--- config.mk ---
export PLATFORM = sky130hd
export DESIGN_NAME = weight_addrgen_multiport_flat
export DESIGN_NICKNAME = d
export VERILOG_FILES = /design/src/rtl/weight_addrgen_multiport_pkg.sv /design/src/rtl/weight_addrgen_multiport_if.sv /design/src/rtl/weight_addrgen_multiport_wrap_counter.sv /design/src/rtl/weight_addrgen_multiport.sv /design/src/flat_wrapper.sv
export SDC_FILE = /design/constraint.sdc
export NUM_CORES = 1
export LEC_CHECK = 0
export ABC_CLOCK_PERIOD_IN_PS = 3100
export CAP_MARGIN = 0
export CORE_AREA = 4 4 154 156
export CTS_CLUSTER_SIZE = 16
export DETAILED_ROUTE_END_ITERATION = 16
export DIE_AREA = 0 0 158 160
export HOLD_SLACK_MARGIN = 0.15
export PLACE_DENSITY = 0.53
export SYNTH_ARGS = -nofsm -noshare
export SYNTH_HDL_FRONTEND = slang
export SYNTH_HIERARCHICAL = 1
export SYNTH_SLANG_ARGS = --single-unit
--- constraint.sdc ---
create_clock -name clk -period 3.1 [get_ports clk]
set_input_delay 0.93 -clock clk [delete_from_list [all_inputs] [get_ports clk]]
set_output_delay 0.93 -clock clk [all_outputs]
set_load 0.05 [all_outputs]
--- src/rtl/weight_addrgen_multiport_pkg.sv ---
`default_nettype none
// ============================================================================
//  Module      : weight_addrgen_multiport_pkg
//  Description : Shared defaults and FSM state encoding for the multi-port
//                weight-ROM address generator.
//  Contents    : default geometry widths, state_t enumeration
//  Revision    : 1.0 - initial release
// ============================================================================
package weight_addrgen_multiport_pkg;

    localparam int unsigned c_DEF_NUM_PORTS = 2;
    localparam int unsigned c_DEF_ADDR_W    = 16;
    localparam int unsigned c_DEF_BEAT_W    = 10;
    localparam int unsigned c_DEF_PIX_W     = 12;
    localparam int unsigned c_DEF_GRP_W     = 6;

    typedef enum logic [0:0] {
        ST_IDLE = 1'b0,
        ST_RUN  = 1'b1
    } state_t;

endpackage
`default_nettype wire

--- src/rtl/weight_addrgen_multiport_if.sv ---
`default_nettype none
// ============================================================================
//  Module      : weight_addrgen_multiport_if
//  Description : Control/config/address bundle between the layer controller
//                (master) and the weight address generator (slave).
//  Signals     : start, abort, enable, cfg_base, cfg_beats_m1, cfg_outpix_m1,
//                cfg_groups_m1 (master -> slave)
//                addr, addr_valid, busy, done (slave -> master)
//  Revision    : 1.0 - initial release
// ============================================================================
interface weight_addrgen_multiport_if #(
    parameter int NUM_PORTS = 2,
    parameter int ADDR_W    = 16,
    parameter int BEAT_W    = 10,
    parameter int PIX_W     = 12,
    parameter int GRP_W     = 6
);
    logic                        start;
    logic                        abort;
    logic                        enable;
    logic [ADDR_W-1:0]           cfg_base;
    logic [BEAT_W-1:0]           cfg_beats_m1;
    logic [PIX_W-1:0]            cfg_outpix_m1;
    logic [GRP_W-1:0]            cfg_groups_m1;
    logic [NUM_PORTS*ADDR_W-1:0] addr;
    logic                        addr_valid;
    logic                        busy;
    logic                        done;

    modport master (
        output start, abort, enable,
        output cfg_base, cfg_beats_m1, cfg_outpix_m1, cfg_groups_m1,
        input  addr, addr_valid, busy, done
    );

    modport slave (
        input  start, abort, enable,
        input  cfg_base, cfg_beats_m1, cfg_outpix_m1, cfg_groups_m1,
        output addr, addr_valid, busy, done
    );
endinterface
`default_nettype wire

--- src/rtl/weight_addrgen_multiport_wrap_counter.sv ---
`default_nettype none
// ============================================================================
//  Module      : weight_wrap_counter
//  Description : Wrapping counter 0..max. clr has priority over inc; on inc
//                at max the count returns to 0.
//  Ports       : clk, reset (async active-low), inc, clr, max -> cnt, last
//  Revision    : 1.0 - initial release
// ============================================================================
module weight_wrap_counter #(
    parameter int WIDTH = 8
) (
    input  wire logic             clk,
    input  wire logic             reset,
    input  wire logic             inc,
    input  wire logic             clr,
    input  wire logic [WIDTH-1:0] max,
    output logic      [WIDTH-1:0] cnt,
    output logic                  last
);
    logic [WIDTH-1:0] r_cnt;

    always_ff @(posedge clk or negedge reset) begin
        if (!reset) begin
            r_cnt <= '0;
        end else if (clr) begin
            r_cnt <= '0;
        end else if (inc) begin
            r_cnt <= last ? '0 : r_cnt + WIDTH'(1);
        end
    end

    assign cnt  = r_cnt;
    assign last = (r_cnt == max);
endmodule
`default_nettype wire

--- src/rtl/weight_addrgen_multiport.sv ---
`default_nettype none
// ============================================================================
//  Module      : weight_addrgen_multiport
//  Description : Weight-ROM address generator driving NUM_PORTS read lanes.
//                Lane k address = grp_base + beat*NUM_PORTS + k, nested
//                beat / pixel / group loops, start/busy/done handshake.
//  Ports       : clk, reset (async active-low), bus (slave modport of
//                weight_addrgen_multiport_if)
//  Revision    : 1.0 - initial release
// ============================================================================
module weight_addrgen_multiport
    import weight_addrgen_multiport_pkg::*;
#(
    parameter int NUM_PORTS = c_DEF_NUM_PORTS,
    parameter int ADDR_W    = c_DEF_ADDR_W,
    parameter int BEAT_W    = c_DEF_BEAT_W,
    parameter int PIX_W     = c_DEF_PIX_W,
    parameter int GRP_W     = c_DEF_GRP_W
) (
    input  wire logic                  clk,
    input  wire logic                  reset,
    weight_addrgen_multiport_if.slave  bus
);
    localparam logic [ADDR_W-1:0] c_LANE_STEP = ADDR_W'(NUM_PORTS);

    state_t                      r_state;
    state_t                      w_state_nxt;
    logic [BEAT_W-1:0]           r_beats_m1;
    logic [PIX_W-1:0]            r_outpix_m1;
    logic [GRP_W-1:0]            r_groups_m1;
    logic [ADDR_W-1:0]           r_grp_base;
    logic [ADDR_W-1:0]           r_beat_off;   // tracks beat*NUM_PORTS incrementally
    logic [NUM_PORTS*ADDR_W-1:0] r_addr;
    logic                        r_addr_valid;
    logic                        r_done;
    logic [NUM_PORTS*ADDR_W-1:0] w_lane_addr;

    logic              w_accept;
    logic              w_issue;
    logic              w_pix_inc;
    logic              w_grp_inc;
    logic              w_final;
    logic              w_beat_last;
    logic              w_pix_last;
    logic              w_grp_last;
    logic [BEAT_W-1:0] w_beat_cnt;
    logic [PIX_W-1:0]  w_pix_cnt;
    logic [GRP_W-1:0]  w_grp_cnt;
    logic              w_unused_cnt;

    // abort outranks both start and enable
    assign w_accept  = (r_state == ST_IDLE) & bus.start  & ~bus.abort;
    assign w_issue   = (r_state == ST_RUN)  & bus.enable & ~bus.abort;
    assign w_pix_inc = w_issue   & w_beat_last;
    assign w_grp_inc = w_pix_inc & w_pix_last;
    assign w_final   = w_grp_inc & w_grp_last;

    weight_wrap_counter #(.WIDTH(BEAT_W)) u_beat_cnt (
        .clk(clk), .reset(reset), .inc(w_issue), .clr(w_accept),
        .max(r_beats_m1), .cnt(w_beat_cnt), .last(w_beat_last)
    );

    weight_wrap_counter #(.WIDTH(PIX_W)) u_pix_cnt (
        .clk(clk), .reset(reset), .inc(w_pix_inc), .clr(w_accept),
        .max(r_outpix_m1), .cnt(w_pix_cnt), .last(w_pix_last)
    );

    weight_wrap_counter #(.WIDTH(GRP_W)) u_grp_cnt (
        .clk(clk), .reset(reset), .inc(w_grp_inc), .clr(w_accept),
        .max(r_groups_m1), .cnt(w_grp_cnt), .last(w_grp_last)
    );

    // Only the wrap flags steer the datapath; counts are kept for visibility.
    assign w_unused_cnt = ^{w_beat_cnt, w_pix_cnt, w_grp_cnt};

    always_ff @(posedge clk or negedge reset) begin
        if (!reset) begin
            r_state <= ST_IDLE;
        end else begin
            r_state <= w_state_nxt;
        end
    end

    always_comb begin
        w_state_nxt = r_state;
        case (r_state)
            ST_IDLE: if (w_accept) w_state_nxt = ST_RUN;
            ST_RUN:  if (bus.abort || w_final) w_state_nxt = ST_IDLE;
            default: w_state_nxt = ST_IDLE;
        endcase
    end

    generate
        for (genvar k = 0; k < NUM_PORTS; k++) begin : g_lane
            assign w_lane_addr[k*ADDR_W +: ADDR_W] = r_grp_base + r_beat_off + ADDR_W'(k);
        end
    endgenerate

    always_ff @(posedge clk or negedge reset) begin
        if (!reset) begin
            r_beats_m1   <= '0;
            r_outpix_m1  <= '0;
            r_groups_m1  <= '0;
            r_grp_base   <= '0;
            r_beat_off   <= '0;
            r_addr       <= '0;
            r_addr_valid <= 1'b0;
            r_done       <= 1'b0;
        end else begin
            r_addr_valid <= w_issue;
            r_done       <= w_final;
            if (w_accept) begin
                r_beats_m1  <= bus.cfg_beats_m1;
                r_outpix_m1 <= bus.cfg_outpix_m1;
                r_groups_m1 <= bus.cfg_groups_m1;
                r_grp_base  <= bus.cfg_base;
                r_beat_off  <= '0;
            end
            if (w_issue) begin
                r_addr <= w_lane_addr;
                if (w_beat_last) begin
                    r_beat_off <= '0;
                    // On the last beat r_beat_off = beats_m1*NUM_PORTS, so one more
                    // step gives the group stride without a multiplier.
                    if (w_grp_inc && !w_grp_last) begin
                        r_grp_base <= r_grp_base + r_beat_off + c_LANE_STEP;
                    end
                end else begin
                    r_beat_off <= r_beat_off + c_LANE_STEP;
                end
            end
        end
    end

    assign bus.addr       = r_addr;
    assign bus.addr_valid = r_addr_valid;
    assign bus.busy       = (r_state == ST_RUN);
    assign bus.done       = r_done;
endmodule
`default_nettype wire

--- src/flat_wrapper.sv ---
// flat-port wrapper written by rule: the top's interface ports become plain ports
module weight_addrgen_multiport_flat import weight_addrgen_multiport_pkg::*;
#(
    parameter int NUM_PORTS = c_DEF_NUM_PORTS,
    parameter int ADDR_W    = c_DEF_ADDR_W,
    parameter int BEAT_W    = c_DEF_BEAT_W,
    parameter int PIX_W     = c_DEF_PIX_W,
    parameter int GRP_W     = c_DEF_GRP_W
)
  (clk, reset, bus_start, bus_abort, bus_enable, bus_cfg_base, bus_cfg_beats_m1, bus_cfg_outpix_m1, bus_cfg_groups_m1, bus_addr, bus_addr_valid, bus_busy, bus_done);
  weight_addrgen_multiport_if #(.NUM_PORTS(NUM_PORTS), .ADDR_W(ADDR_W), .BEAT_W(BEAT_W), .PIX_W(PIX_W), .GRP_W(GRP_W)) bus_i ();
  input  wire logic clk;
  input  wire logic reset;
  input wire logic [$bits(bus_i.start)-1:0] bus_start;
  input wire logic [$bits(bus_i.abort)-1:0] bus_abort;
  input wire logic [$bits(bus_i.enable)-1:0] bus_enable;
  input wire logic [$bits(bus_i.cfg_base)-1:0] bus_cfg_base;
  input wire logic [$bits(bus_i.cfg_beats_m1)-1:0] bus_cfg_beats_m1;
  input wire logic [$bits(bus_i.cfg_outpix_m1)-1:0] bus_cfg_outpix_m1;
  input wire logic [$bits(bus_i.cfg_groups_m1)-1:0] bus_cfg_groups_m1;
  output wire logic [$bits(bus_i.addr)-1:0] bus_addr;
  output wire logic [$bits(bus_i.addr_valid)-1:0] bus_addr_valid;
  output wire logic [$bits(bus_i.busy)-1:0] bus_busy;
  output wire logic [$bits(bus_i.done)-1:0] bus_done;
  assign bus_i.start = bus_start;
  assign bus_i.abort = bus_abort;
  assign bus_i.enable = bus_enable;
  assign bus_i.cfg_base = bus_cfg_base;
  assign bus_i.cfg_beats_m1 = bus_cfg_beats_m1;
  assign bus_i.cfg_outpix_m1 = bus_cfg_outpix_m1;
  assign bus_i.cfg_groups_m1 = bus_cfg_groups_m1;
  assign bus_addr = bus_i.addr;
  assign bus_addr_valid = bus_i.addr_valid;
  assign bus_busy = bus_i.busy;
  assign bus_done = bus_i.done;
  weight_addrgen_multiport #(.NUM_PORTS(NUM_PORTS), .ADDR_W(ADDR_W), .BEAT_W(BEAT_W), .PIX_W(PIX_W), .GRP_W(GRP_W)) u_core (.clk(clk), .reset(reset), .bus(bus_i));
endmodule
== Word-level counts from Yosys, hierarchy flattened ==
Index checks and enable logic that the tools add are counted.

* Bits in registers: 123
* Input bits: 49
* Output and inout port bits: 35
* Word-level logic and storage cells: 56

* $add $sub $neg: 7
* Equal/unequal tests: 3
* Mux-type cells: 19
* Bitwise operators: 9
* Reduce and logical (&&, ||, !) cells: 6

{| class="wikitable"
|+ Operators with widths
! operator !! count
|-
| 16-bit 2-to-1 mux || 7
|-
| 12-bit 2-to-1 mux || 3
|-
| 16-bit by 2-bit adder with 16-bit output, second input constant || 2
|-
| 10-bit 2-to-1 mux || 3
|-
| 6-bit 2-to-1 mux || 3
|-
| 16-bit by 1-bit adder with 16-bit output, second input constant || 1
|-
| 16-bit adder || 1
|-
| 12-bit by 1-bit adder with 12-bit output, second input constant || 1
|-
| 12-bit == test || 1
|-
| 10-bit by 1-bit adder with 10-bit output, second input constant || 1
|-
| 10-bit == test || 1
|-
| 1-bit AND || 7
|-
| 6-bit by 1-bit adder with 6-bit output, second input constant || 1
|-
| 6-bit == test || 1
|-
| 2-bit nonzero test || 3
|-
| 1-bit 2-to-1 mux || 2
|-
| 1-bit NOT || 2
|-
| 1-bit case mux with 2 select lines || 1
|-
| 1-bit logical AND || 1
|-
| 1-bit zero test || 1
|-
| 1-bit logical OR || 1
|}

== Longest topological paths before layout ==
Gate-level depths: netlist of run 1.

* Depth in word-level cells: 8
* Mapped depth: 12
* Depth with buffers taken out: 10

== Hierarchy ==
Netlist of run 1, hierarchy kept.

{| class="wikitable"
|+ Modules (own cells, without submodules)
! module !! times used !! cells each !! area an instance (um^2) !! seq. area each (um^2)
|-
| weight_addrgen_multiport || 1 || 508 || 5,049.8 || 2,352.3
|-
| weight_wrap_counter at u_core.u_pix_cnt || 1 || 100 || 865.8 || 300.3
|-
| weight_wrap_counter at u_core.u_beat_cnt || 1 || 75 || 773.2 || 250.2
|-
| weight_wrap_counter at u_core.u_grp_cnt || 1 || 37 || 399.1 || 150.1
|}

== Worst setup path after synthesis of run 1 ==
No wires, ideal clock.

* Path kind: flip-flop to flip-flop
* Start: reg u_core.r_beat_off[4]
* End: reg u_core.r_grp_base[14]
* Library setup time: 120 ps
* Arrival time: 2,690 ps
* Data required time: 2,980 ps
* Path slack: 291 ps
* Cell stages (with the launch flop): 9
* Path buffers: 1
* Period minus slack after synthesis: 2,809 ps
* Cell sequence: dfrtp_1 > ha_1 > buf_6 > a21o_1 > a31o_2 > a2111oi_4 > o2111ai_1 > or4_1 > a31o_1

* Cells in the longest elaborated chain, start to end: 5

{| class="wikitable"
|+ RTL lines
! element !! RTL line !! source
|-
| from (decl) || weight_addrgen_multiport.sv:32 || <nowiki>logic [ADDR_W-1:0] r_beat_off;</nowiki>
|-
| from (signal assigned) || weight_addrgen_multiport.sv:129 || <nowiki>r_beat_off <= r_beat_off + c_LANE_STEP;</nowiki>
|-
| 16-bit adder || weight_addrgen_multiport.sv:126 || <nowiki>r_grp_base <= r_grp_base + r_beat_off + c_LANE_STEP;</nowiki>
|-
| 16-bit by 2-bit adder with 16-bit output || weight_addrgen_multiport.sv:126 ||
|-
| 16-bit 2-to-1 mux || weight_addrgen_multiport.sv:125 || <nowiki>if (w_grp_inc && !w_grp_last) begin</nowiki>
|-
| 16-bit 2-to-1 mux || weight_addrgen_multiport.sv:121 || <nowiki>if (w_beat_last) begin</nowiki>
|-
| 16-bit 2-to-1 mux || weight_addrgen_multiport.sv:119 || <nowiki>if (w_issue) begin</nowiki>
|-
| to (signal assigned) || weight_addrgen_multiport.sv:116 || <nowiki>r_grp_base <= bus.cfg_base;</nowiki>
|-
| to (signal assigned) || weight_addrgen_multiport.sv:126 ||
|-
| to (decl) || weight_addrgen_multiport.sv:31 || <nowiki>logic [ADDR_W-1:0] r_grp_base;</nowiki>
|}

No other way between the ends.
A chain may end at the register's enable or synchronous reset.

== Worst setup path after layout of run 1 ==
* Start: reg u_core.r_beat_off[2]
* End: reg u_core.r_grp_base[14]

The elaborated chain is that of the path after synthesis.

==> impl_metrics.sql, run 1 <==
INSERT INTO impl_metrics (metric_group, metric, value, unit) VALUES
('status', 'status', 'finished, final reports clean', ''),
('place', 'port_buffers', '83', ''),
('grt', 'global_route_wire_length_before_repair', '31.3', 'mm'),
('pwr', 'peakVddDrop', '0.477', 'mV'),
('floorplan', 'rows', '55', ''),
('yosys', 'synth_top_area_frac', '0.431', ''),
('final_layout', 'seq_area', '0.00305', 'sq mm'),
('sta', 'final_setup_violating_endpoints', '0', ''),
('detailed_routing', 'drc_errors', '0', ''),
('final_layout', 'multi_input_comb_area', '0.00387', 'sq mm'),
('pwr', 'power.switching_fraction', '0.357', ''),
('sta', 'timing.final.max_slew_violations', '0', ''),
('flow_run', 'drv.max_cap_violation_count', '0', ''),
('yosys', 'yosysTopAreaCell', 'sky130_fd_sc_hd__dfrtp_1', ''),
('detailed_routing', 'post_drt_via_cell_ratio', '5.08', ''),
('critical_path', 'arrival', '3.25', 'ns'),
('final_layout', 'area_growth', '27.9', '%'),
('pwr', 'proportion_of_power_drawn_by_the_clock_network', '0.312', ''),
('grt', 'global_route.usage.met2', '0.251', ''),
('clock_tree', 'cts-buffers-inserted', '17', ''),
('sta', 'fin_hold_ws', '0.472', 'ns'),
('pwr', 'cellPowerDensity', '662', 'mW/mm^2'),
('clock_tree', 'htreeDepth', '4', ''),
('grt', 'via_count_of_the_first_global_routing_pass', '5849', ''),
('sta', 'period_share', '0.952', ''),
('yosys', 'ys_ff_latch', '122', ''),
('clock_tree', 'cts.repair_timing.setup_buffer_count', '0', ''),
('grt', 'grt_max_degree', '55', ''),
('yosys', 'edff_count_synth', '0', ''),
('place', 'gpl.final_weighted_congestion', '0.822', ''),
('yosys', 'synth-seq-area-share', '0.431', ''),
('detailed_routing', 'drt_iter0_markers', '305', ''),
('floorplan', 'floorplan.initialDensity', '0.317', ''),
('sta', 'worst_clock_skew_on_the_final_layout', '0.0114', 'ns'),
('pwr', 'internal_cell_power', '3.86', 'mW'),
('clock_tree', 'tritoncts', 'yes', ''),
('final_layout', 'antennaDiodeCount', '0', ''),
('detailed_routing', 'via_count', '5686', ''),
('grt', 'global_route.usage.total', '0.153', ''),
('floorplan', 'die_w', '158', 'um'),
('yosys', 'synth_fp_nets', '789', ''),
('sta', 'timing_worst_slew_pin_value', '0.875', 'ns'),
('sta', 'unrepaired_setup_endpoints_after_global_routing', 'true', ''),
('grt', 'grt_overflow', '0', ''),
('critical_path', 'critPathCaptureType', 'register', ''),
('place', 'placement.setup.worst_slack', '0.109', 'ns'),
('critical_path', 'critPathMaxFanout', '4', ''),
('pwr', 'pwr-share-comb', '0.341', ''),
('yosys', 'synth-async-reset-ratio', '1.00', ''),
('yosys', 'synthDistinctLibCells', '79', ''),
('final_layout', 'share_of_post_route_cells_with_drive_strength_above_1', '0.168', ''),
('pwr', 'sequentialPowerShare', '0.347', ''),
('clock_tree', 'clock_tree_root_driver_cell', 'sky130_fd_sc_hd__clkbuf_16', ''),
('clock_tree', 'clkSlewWorstSetupHoldPaths', '0.06', 'ns'),
('floorplan', 'core', '0.0224', 'sq mm'),
('yosys', 'netlist_area', '0.00709', 'sq mm'),
('clock_tree', 'insertion_delay', '0.42', 'ns'),
('worst_hold_path', 'worst_hold_path_type', 'register to register', ''),
('sta', 'tns', '0', 'ns'),
('detailed_routing', 'detailedRoute.firstPassIterationCount', '4', ''),
('grt', 'initial_antenna_violation_count', '0', ''),
('final_layout', 'final.fill_count', '2210', ''),
('yosys', 'most_used_flip_flop_cell_after_synthesis', 'sky130_fd_sc_hd__dfrtp_1', ''),
('critical_path', 'critPathRequiredTime', '3.40', 'ns'),
('grt', 'grt_util_met1', '0.206', ''),
('pwr', 'cellLeakagePower', '3.81', 'nW'),
('yosys', 'yosys_warn_count', '6', ''),
('sta', 'finalHoldViolations', '0', ''),
('sta', 'finalWorstSetupSlack', '0.148', 'ns'),
('clock_tree', 'cts.sinks', '122', ''),
('clock_tree', 'cts_max_path_buffers', '2', '');
cells by family (layout without fill, tap and decap cells):
logic type,count (synthesis),in the layout,share of synthesized area
and+or+nand+nor,245,245,0.188
DFF,122,122,0.431
xor gates and xnor gates,65,65,0.0840
muxes,44,44,0.0678
adders and majority gates,20,20,0.0353
buffers and inverters,50,165,0.0325
AOI/OAI and AO/OA,174,174,0.162
through the flow:
| step | power, mW | instances | util | area, sq um |
|---|---|---|---|---|
| after floorplan | 3.41 | 720 | - | 7090 |
| after CTS | 6.07 | 1120 | 0.403 | 9010 |
| after global placement | 4.15 | 1090 | 0.378 | 8450 |
| final | 6.00 | 1120 | 0.405 | 9060 |
| after global routing | 6.34 | 1120 | 0.405 | 9060 |
| after detailed placement | 4.15 | 1090 | 0.378 | 8450 |
cell usage in the layout, fill, tap and decap left out, types with 3 or more instances in the layout:
cell type,count
sky130_fd_sc_hd__or4_1,4
sky130_fd_sc_hd__and4_1,3
sky130_fd_sc_hd__nor4_1,12
sky130_fd_sc_hd__o21ai_0,64
sky130_fd_sc_hd__ha_1,19
sky130_fd_sc_hd__clkdlybuf4s50_1,82
sky130_fd_sc_hd__clkinv_2,3
sky130_fd_sc_hd__nor2_1,26
sky130_fd_sc_hd__clkbuf_8,4
sky130_fd_sc_hd__nor4_2,3
sky130_fd_sc_hd__a21o_1,10
sky130_fd_sc_hd__and2_1,4
sky130_fd_sc_hd__o31ai_1,7
sky130_fd_sc_hd__nand3_1,19
sky130_fd_sc_hd__nand2b_1,6
sky130_fd_sc_hd__nand2_1,91
sky130_fd_sc_hd__and3_1,12
sky130_fd_sc_hd__inv_1,12
sky130_fd_sc_hd__nor3_1,10
sky130_fd_sc_hd__nand4_1,14
sky130_fd_sc_hd__xor2_1,31
sky130_fd_sc_hd__xnor2_1,30
sky130_fd_sc_hd__a31oi_1,10
sky130_fd_sc_hd__buf_4,35
sky130_fd_sc_hd__o31a_1,3
sky130_fd_sc_hd__o211ai_1,4
sky130_fd_sc_hd__a211oi_1,15
sky130_fd_sc_hd__clkinvlp_4,3
sky130_fd_sc_hd__mux2i_1,12
sky130_fd_sc_hd__clkbuf_16,17
sky130_fd_sc_hd__buf_12,5
sky130_fd_sc_hd__a21oi_1,26
sky130_fd_sc_hd__and3_2,3
sky130_fd_sc_hd__mux2_2,32
sky130_fd_sc_hd__dfrtp_1,122
sky130_fd_sc_hd__nor2b_1,10
final timing paths:
path,endpoint,startpoint,cells after the start,slack [ns]
max reg2reg,u_core/r_grp_base[14]$_DFF_PN0_,u_core/r_beat_off[2]$_DFFE_PN0P_,9,0.15
min reg2reg,u_core/bus.addr[9]$_DFFE_PN0P_,u_core/bus.addr[9]$_DFFE_PN0P_,2,0.47
max,u_core/r_grp_base[14]$_DFF_PN0_,u_core/r_beat_off[2]$_DFFE_PN0P_,9,0.15
min in group asynchronous,u_core/u_pix_cnt/cnt[1]$_DFFE_PN0P_,reset,1,0.50
max in group asynchronous,u_core/r_grp_base[0]$_DFFE_PN0P_,reset,2,1.94
min,u_core/bus.addr[9]$_DFFE_PN0P_,u_core/bus.addr[9]$_DFFE_PN0P_,2,0.47
worst max-delay path: stages (launching register included):
cell,delay [ns]
sky130_fd_sc_hd__dfrtp_1,0.41
sky130_fd_sc_hd__ha_1,0.39
sky130_fd_sc_hd__a211oi_2,0.40
sky130_fd_sc_hd__o21ai_2,0.12
sky130_fd_sc_hd__buf_4,0.17
sky130_fd_sc_hd__and3_1,0.22
sky130_fd_sc_hd__o31ai_2,0.23
sky130_fd_sc_hd__nand2_1,0.14
sky130_fd_sc_hd__or4_1,0.54
sky130_fd_sc_hd__a31o_1,0.22
power groups by stage:
stage                     registers [mW]  clock network [mW]  logic, mW
after floorplan                     2.61                   0      0.800
after global placement              2.11                   0       2.03
after detailed placement            2.11                   0       2.04
after CTS                           2.09                1.92       2.06
after global routing                2.13                2.00       2.22
final                               2.08                1.87       2.05
flip-flops by register name (all words and copies together) (netlist names), 6 cells and up:
name,cells
u_core/r_beat_off,15
u_core/u_beat_cnt/cnt,10
u_core/r_beats_m1,10
u_core/bus.addr,32
u_core/u_pix_cnt/cnt,12
u_core/u_grp_cnt/cnt,6
u_core/r_outpix_m1,12
u_core/r_groups_m1,6
u_core/r_grp_base,16
timing repair:
item                       4_1_cts  5_1_grt
hold buffers                     0        0
resized for setup                0        9
setup endpoints to repair        0        8
synth_stat cells (3+ instances only):
cell / instances
sky130_fd_sc_hd__clkbuf_1: 16
sky130_fd_sc_hd__o31ai_1: 8
sky130_fd_sc_hd__nand2b_1: 6
sky130_fd_sc_hd__or4_1: 4
sky130_fd_sc_hd__buf_6: 3
sky130_fd_sc_hd__a211oi_1: 15
sky130_fd_sc_hd__a211oi_2: 3
sky130_fd_sc_hd__o21ai_0: 64
sky130_fd_sc_hd__a21oi_1: 27
sky130_fd_sc_hd__nand2_1: 91
sky130_fd_sc_hd__nor3_1: 10
sky130_fd_sc_hd__ha_1: 20
sky130_fd_sc_hd__nand3_1: 19
sky130_fd_sc_hd__nor2b_1: 10
sky130_fd_sc_hd__a31oi_1: 10
sky130_fd_sc_hd__a21o_1: 10
sky130_fd_sc_hd__xor2_1: 32
sky130_fd_sc_hd__nor4_1: 12
sky130_fd_sc_hd__mux2i_1: 12
sky130_fd_sc_hd__dfrtp_1: 122
sky130_fd_sc_hd__and3_2: 3
sky130_fd_sc_hd__mux2_2: 32
sky130_fd_sc_hd__nor4_2: 3
sky130_fd_sc_hd__nand4_1: 14
sky130_fd_sc_hd__nor2_1: 27
sky130_fd_sc_hd__buf_2: 9
sky130_fd_sc_hd__o211ai_1: 4
sky130_fd_sc_hd__o2111ai_1: 3
sky130_fd_sc_hd__inv_1: 12
sky130_fd_sc_hd__and4_1: 3
sky130_fd_sc_hd__xnor2_1: 31
sky130_fd_sc_hd__o31a_1: 3
sky130_fd_sc_hd__and3_1: 12
sky130_fd_sc_hd__buf_1: 6
sky130_fd_sc_hd__and2_1: 4
layout make-up:
type / count / area share
Inverter: 13 / 0.00538
Timing Repair Buffer: 122 / 0.131
Tap cell: 285 / 0.0393
Clock inverter: 7 / 0.00745
Clock buffer: 23 / 0.0538
Multi-Input combinational cell: 548 / 0.427
Sequential cell: 122 / 0.337
layer usage:
layer / routed length (um) / vias up / share of wire
met5: 0 / - / 0
met4: 108 / 0 / 0.0058
met3: 720 / 6 / 0.039
met2: 9210 / 115 / 0.50
met1: 8490 / 2741 / 0.46
li1: - / 2824 / -
No activity file was read; power rests on OpenSTA's default activity.
==> inputs of run 2 (changes only) <==
--- a/config.mk
+++ b/config.mk
@@ -7,12 +7,15 @@
 export LEC_CHECK = 0
 export ABC_CLOCK_PERIOD_IN_PS = 3100
 export CAP_MARGIN = 0
+export CELL_PAD_IN_SITES_DETAIL_PLACEMENT = 0
+export CELL_PAD_IN_SITES_GLOBAL_PLACEMENT = 1
 export CORE_AREA = 4 4 154 156
 export CTS_CLUSTER_SIZE = 16
 export DETAILED_ROUTE_END_ITERATION = 16
 export DIE_AREA = 0 0 158 160
 export HOLD_SLACK_MARGIN = 0.15
-export PLACE_DENSITY = 0.53
+export PLACE_DENSITY = 0.64
+export REMOVE_ABC_BUFFERS = 1
 export SYNTH_ARGS = -nofsm -noshare
 export SYNTH_HDL_FRONTEND = slang
 export SYNTH_HIERARCHICAL = 1
==> impl_metrics.sql, run 2 (synthesis results as in run 1) <==
INSERT INTO impl_metrics (metric_group, metric, value, unit) VALUES
('status', 'status', 'finished, final reports clean', ''),
('sta', 'final_setup_violating_endpoints', '0', ''),
('critical_path', 'rr_startpoint', 'u_core/r_grp_base[7]$_DFF_PN0_', ''),
('critical_path', 'reg2reg_to', 'u_core/r_grp_base[14]$_DFF_PN0_', ''),
('critical_path', 'delay_contributed_by_the_slowest_stage_of_the_critical_path', '0.53', 'ns'),
('floorplan', 'io_pins', '84', ''),
('pwr', 'post-layout-total-power', '5.95', 'mW'),
('detailed_routing', 'detail_route.wirelength', '17.9', 'mm'),
('sta', 'period_share', '0.942', ''),
('final_layout', 'mostFrequentLayoutCell', 'sky130_fd_sc_hd__dfrtp_1', ''),
('pwr', 'cellLeakagePower', '3.81', 'nW'),
('sta', 'timing.final.max_slew_violations', '0', ''),
('floorplan', 'die_w', '158', 'um'),
('final_layout', 'final_cell_mix', 'sky130_fd_sc_hd__dfrtp_1 (122), sky130_fd_sc_hd__nand2_1 (89), sky130_fd_sc_hd__clkdlybuf4s50_1 (82)', ''),
('place', 'port_buffers', '83', ''),
('sta', 'worst_clock_skew_on_the_final_layout', '0.0117', 'ns'),
('final_layout', 'antennaDiodeCount', '0', ''),
('sta', 'fin_hold_ws', '0.478', 'ns'),
('detailed_routing', 'post_drt_wl_per_cell', '15.9', 'um'),
('final_layout', 'share_of_post_route_cells_with_drive_strength_above_1', '0.185', ''),
('pwr', 'peakVddDrop', '0.412', 'mV'),
('critical_path', 'reg2reg_depth', '9', ''),
('flow_run', 'drv.max_cap_violation_count', '0', ''),
('worst_hold_path', 'hold-path-cell-count', '2', ''),
('place', 'gpl.final_weighted_congestion', '0.775', ''),
('grt', 'grt_overflow', '0', ''),
('sta', 'achievable-frequency', '342', 'MHz'),
('grt', 'via_count_of_the_first_global_routing_pass', '5693', ''),
('sta', 'relSlewSlack', '0.363', ''),
('final_layout', 'largest_reg_flops', '32', ''),
('critical_path', 'arrival', '3.22', 'ns'),
('critical_path', 'worst_setup_slack_for_register_to_register_paths', '0.18', 'ns'),
('critical_path', 'worst_path_max_delay_cell', 'sky130_fd_sc_hd__or4_1', ''),
('detailed_routing', 'via_count', '5727', ''),
('critical_path', 'critPathMaxFanout', '7', ''),
('floorplan', 'fp.dieH', '160', 'um'),
('worst_hold_path', 'hp-start', 'u_core/bus.addr[5]$_DFFE_PN0P_', ''),
('floorplan', 'die-area', '0.0253', 'sq mm'),
('worst_hold_path', 'worst_hold_path_type', 'register to register', ''),
('sta', 'timing_worst_slew_pin_value', '0.952', 'ns'),
('critical_path', 'critPathCaptureType', 'register', ''),
('critical_path', 'critPathRequiredTime', '3.40', 'ns'),
('final_layout', 'final_nets', '900', ''),
('clock_tree', 'cts_max_path_buffers', '2', ''),
('floorplan', 'floorplan.initialDensity', '0.317', ''),
('sta', 'finalHoldViolations', '0', ''),
('grt', 'initial_antenna_violation_count', '0', ''),
('clock_tree', 'clkSlewWorstSetupHoldPaths', '0.06', 'ns'),
('sta', 'tns', '0', 'ns'),
('worst_hold_path', 'hold-path-endpoint', 'u_core/bus.addr[5]$_DFFE_PN0P_', ''),
('clock_tree', 'tritoncts', 'yes', ''),
('final_layout', 'final.fill_count', '2165', ''),
('critical_path', 'path_cells', 'ha_1, buf_4, and3b_1, a32o_1, nor4_2, a2111oi_4, o2111ai_4, or4_1, a31o_1', ''),
('final_layout', 'area_growth', '28.9', '%'),
('detailed_routing', 'drt_iter0_markers', '245', ''),
('floorplan', 'core', '0.0224', 'sq mm'),
('grt', 'grt_max_degree', '54', ''),
('grt', 'global_route_wire_length_before_repair', '29.9', 'mm'),
('sta', 'timing.final.crit_period', '2.92', 'ns'),
('detailed_routing', 'post_drt_via_cell_ratio', '5.08', ''),
('clock_tree', 'insertion_delay', '0.41', 'ns'),
('clock_tree', 'clock_tree_root_driver_cell', 'sky130_fd_sc_hd__clkbuf_16', ''),
('detailed_routing', 'detailedRoute.firstPassIterationCount', '4', ''),
('clock_tree', 'cts-buffers-inserted', '17', ''),
('clock_tree', 'cts.sinks', '122', ''),
('pwr', 'cellPowerDensity', '651', 'mW/mm^2'),
('critical_path', 'number_of_buffer_and_inverter_stages_on_the_critical_path', '1', ''),
('detailed_routing', 'ant_nets', '0', ''),
('critical_path', 'cpLargestDelayFamily', 'compound AO/OA/AOI/OAI gates', ''),
('detailed_routing', 'drc_errors', '0', ''),
('critical_path', 'start_kind', 'register', ''),
('clock_tree', 'htreeDepth', '4', ''),
('floorplan', 'rows', '55', ''),
('grt', 'global_route.usage.total', '0.145', ''),
('place', 'detailedPlacementHpwl', '12.8', 'mm'),
('critical_path', 'path_class', 'register to register', '');
==> run 2: changes by cell type in the layout (fill, tap and decap cells not counted), moves of 2 or more <==
cell	delta
sky130_fd_sc_hd__buf_4	+8
sky130_fd_sc_hd__nand2_2	+2
sky130_fd_sc_hd__inv_6	+3
sky130_fd_sc_hd__clkinvlp_4	+3
sky130_fd_sc_hd__clkbuf_8	-4
sky130_fd_sc_hd__ha_4	+4
sky130_fd_sc_hd__ha_1	-5
sky130_fd_sc_hd__clkbuf_1	-2
sky130_fd_sc_hd__nand2_1	-2
==> run 2: per-stage QoR <==
stage | worst slack (ns) | std cells | util | cell area [sq um]
5_1_grt | -0.0292 | 1128 | 0.409 | 9140
4_1_cts | 0.0859 | 1124 | 0.402 | 8990
3_5_place_dp | 0.100 | 1093 | 0.379 | 8470
6_report | 0.179 | 1128 | 0.409 | 9140
3_3_place_gp | 0.146 | 1093 | 0.379 | 8470
2_1_floorplan | -5.66 | 683 | - | 6910
==> run 2: final cells by class <==
type | instances | area (sq um) | share of cell area
multi-input cells | 548 | 3930 | 0.430
clock buffers | 17 | 425 | 0.0465
inverters | 13 | 48.8 | 0.00534
repair buffers | 129 | 1220 | 0.134
clock inverters | 14 | 100 | 0.0110
flip-flops and latches | 122 | 3050 | 0.334
well taps | 285 | 357 | 0.0390
==> run 2: worst max-delay path by stage <==
| stage | start | to | cells after the start |
|---|---|---|---|
| final | u_core/r_grp_base[7]$_DFF_PN0_ | u_core/r_grp_base[14]$_DFF_PN0_ | 9 |
| after global routing | u_core/r_beat_off[7]$_DFFE_PN0P_ | u_core/r_grp_base[15]$_DFF_PN0_ | 10 |
| after CTS | u_core/r_beat_off[4]$_DFFE_PN0P_ | u_core/r_grp_base[14]$_DFF_PN0_ | 8 |
| after detailed placement | u_core/r_beat_off[2]$_DFFE_PN0P_ | u_core/r_grp_base[14]$_DFF_PN0_ | 8 |
| after global placement | u_core/r_beat_off[3]$_DFFE_PN0P_ | u_core/r_grp_base[14]$_DFF_PN0_ | 8 |
| after floorplan | bus_abort | u_core/u_beat_cnt/cnt[6]$_DFFE_PN0P_ | 5 |
==> run 2: report_power, final <==
part           total, mW  switching, mW  internal [mW]
Clock               1.80          0.780           1.02
Combinational       2.07           1.23          0.833
Sequential          2.08          0.202           1.88
Total               5.95           2.21           3.73
==> run 2: worst min-delay path, cell delays in order (launching register included) <==
cell and delay (ns):
sky130_fd_sc_hd__dfrtp_1 0.34, sky130_fd_sc_hd__nand2_1 0.05, sky130_fd_sc_hd__nand2_1 0.06
==> run 2: timing repair <==
action | in CTS | in global routing
endpoints found under the setup margin | 0 | 8
hold buffers | 0 | 0
gates resized for setup | 0 | 19
buffers inserted | 0 | 4
==> run 2: routing by layer <==
metal	vias to the layer above	wire, um	global-route usage
li1	2837	-	-
met1	2783	8790	0.211
met2	98	8240	0.218
met3	9	726	0.0325
met4	0	157	0.0337
met5	-	0	0
==> inputs of run 3 (changes only) <==
--- a/config.mk
+++ b/config.mk
@@ -10,7 +10,7 @@
 export CELL_PAD_IN_SITES_DETAIL_PLACEMENT = 0
 export CELL_PAD_IN_SITES_GLOBAL_PLACEMENT = 1
 export CORE_AREA = 4 4 154 156
-export CTS_CLUSTER_SIZE = 16
+export CTS_CLUSTER_SIZE = 40
 export DETAILED_ROUTE_END_ITERATION = 16
 export DIE_AREA = 0 0 158 160
 export HOLD_SLACK_MARGIN = 0.15
==> results of run 3 <==
Final layout, timing and power as in run 2 (identical DEF).
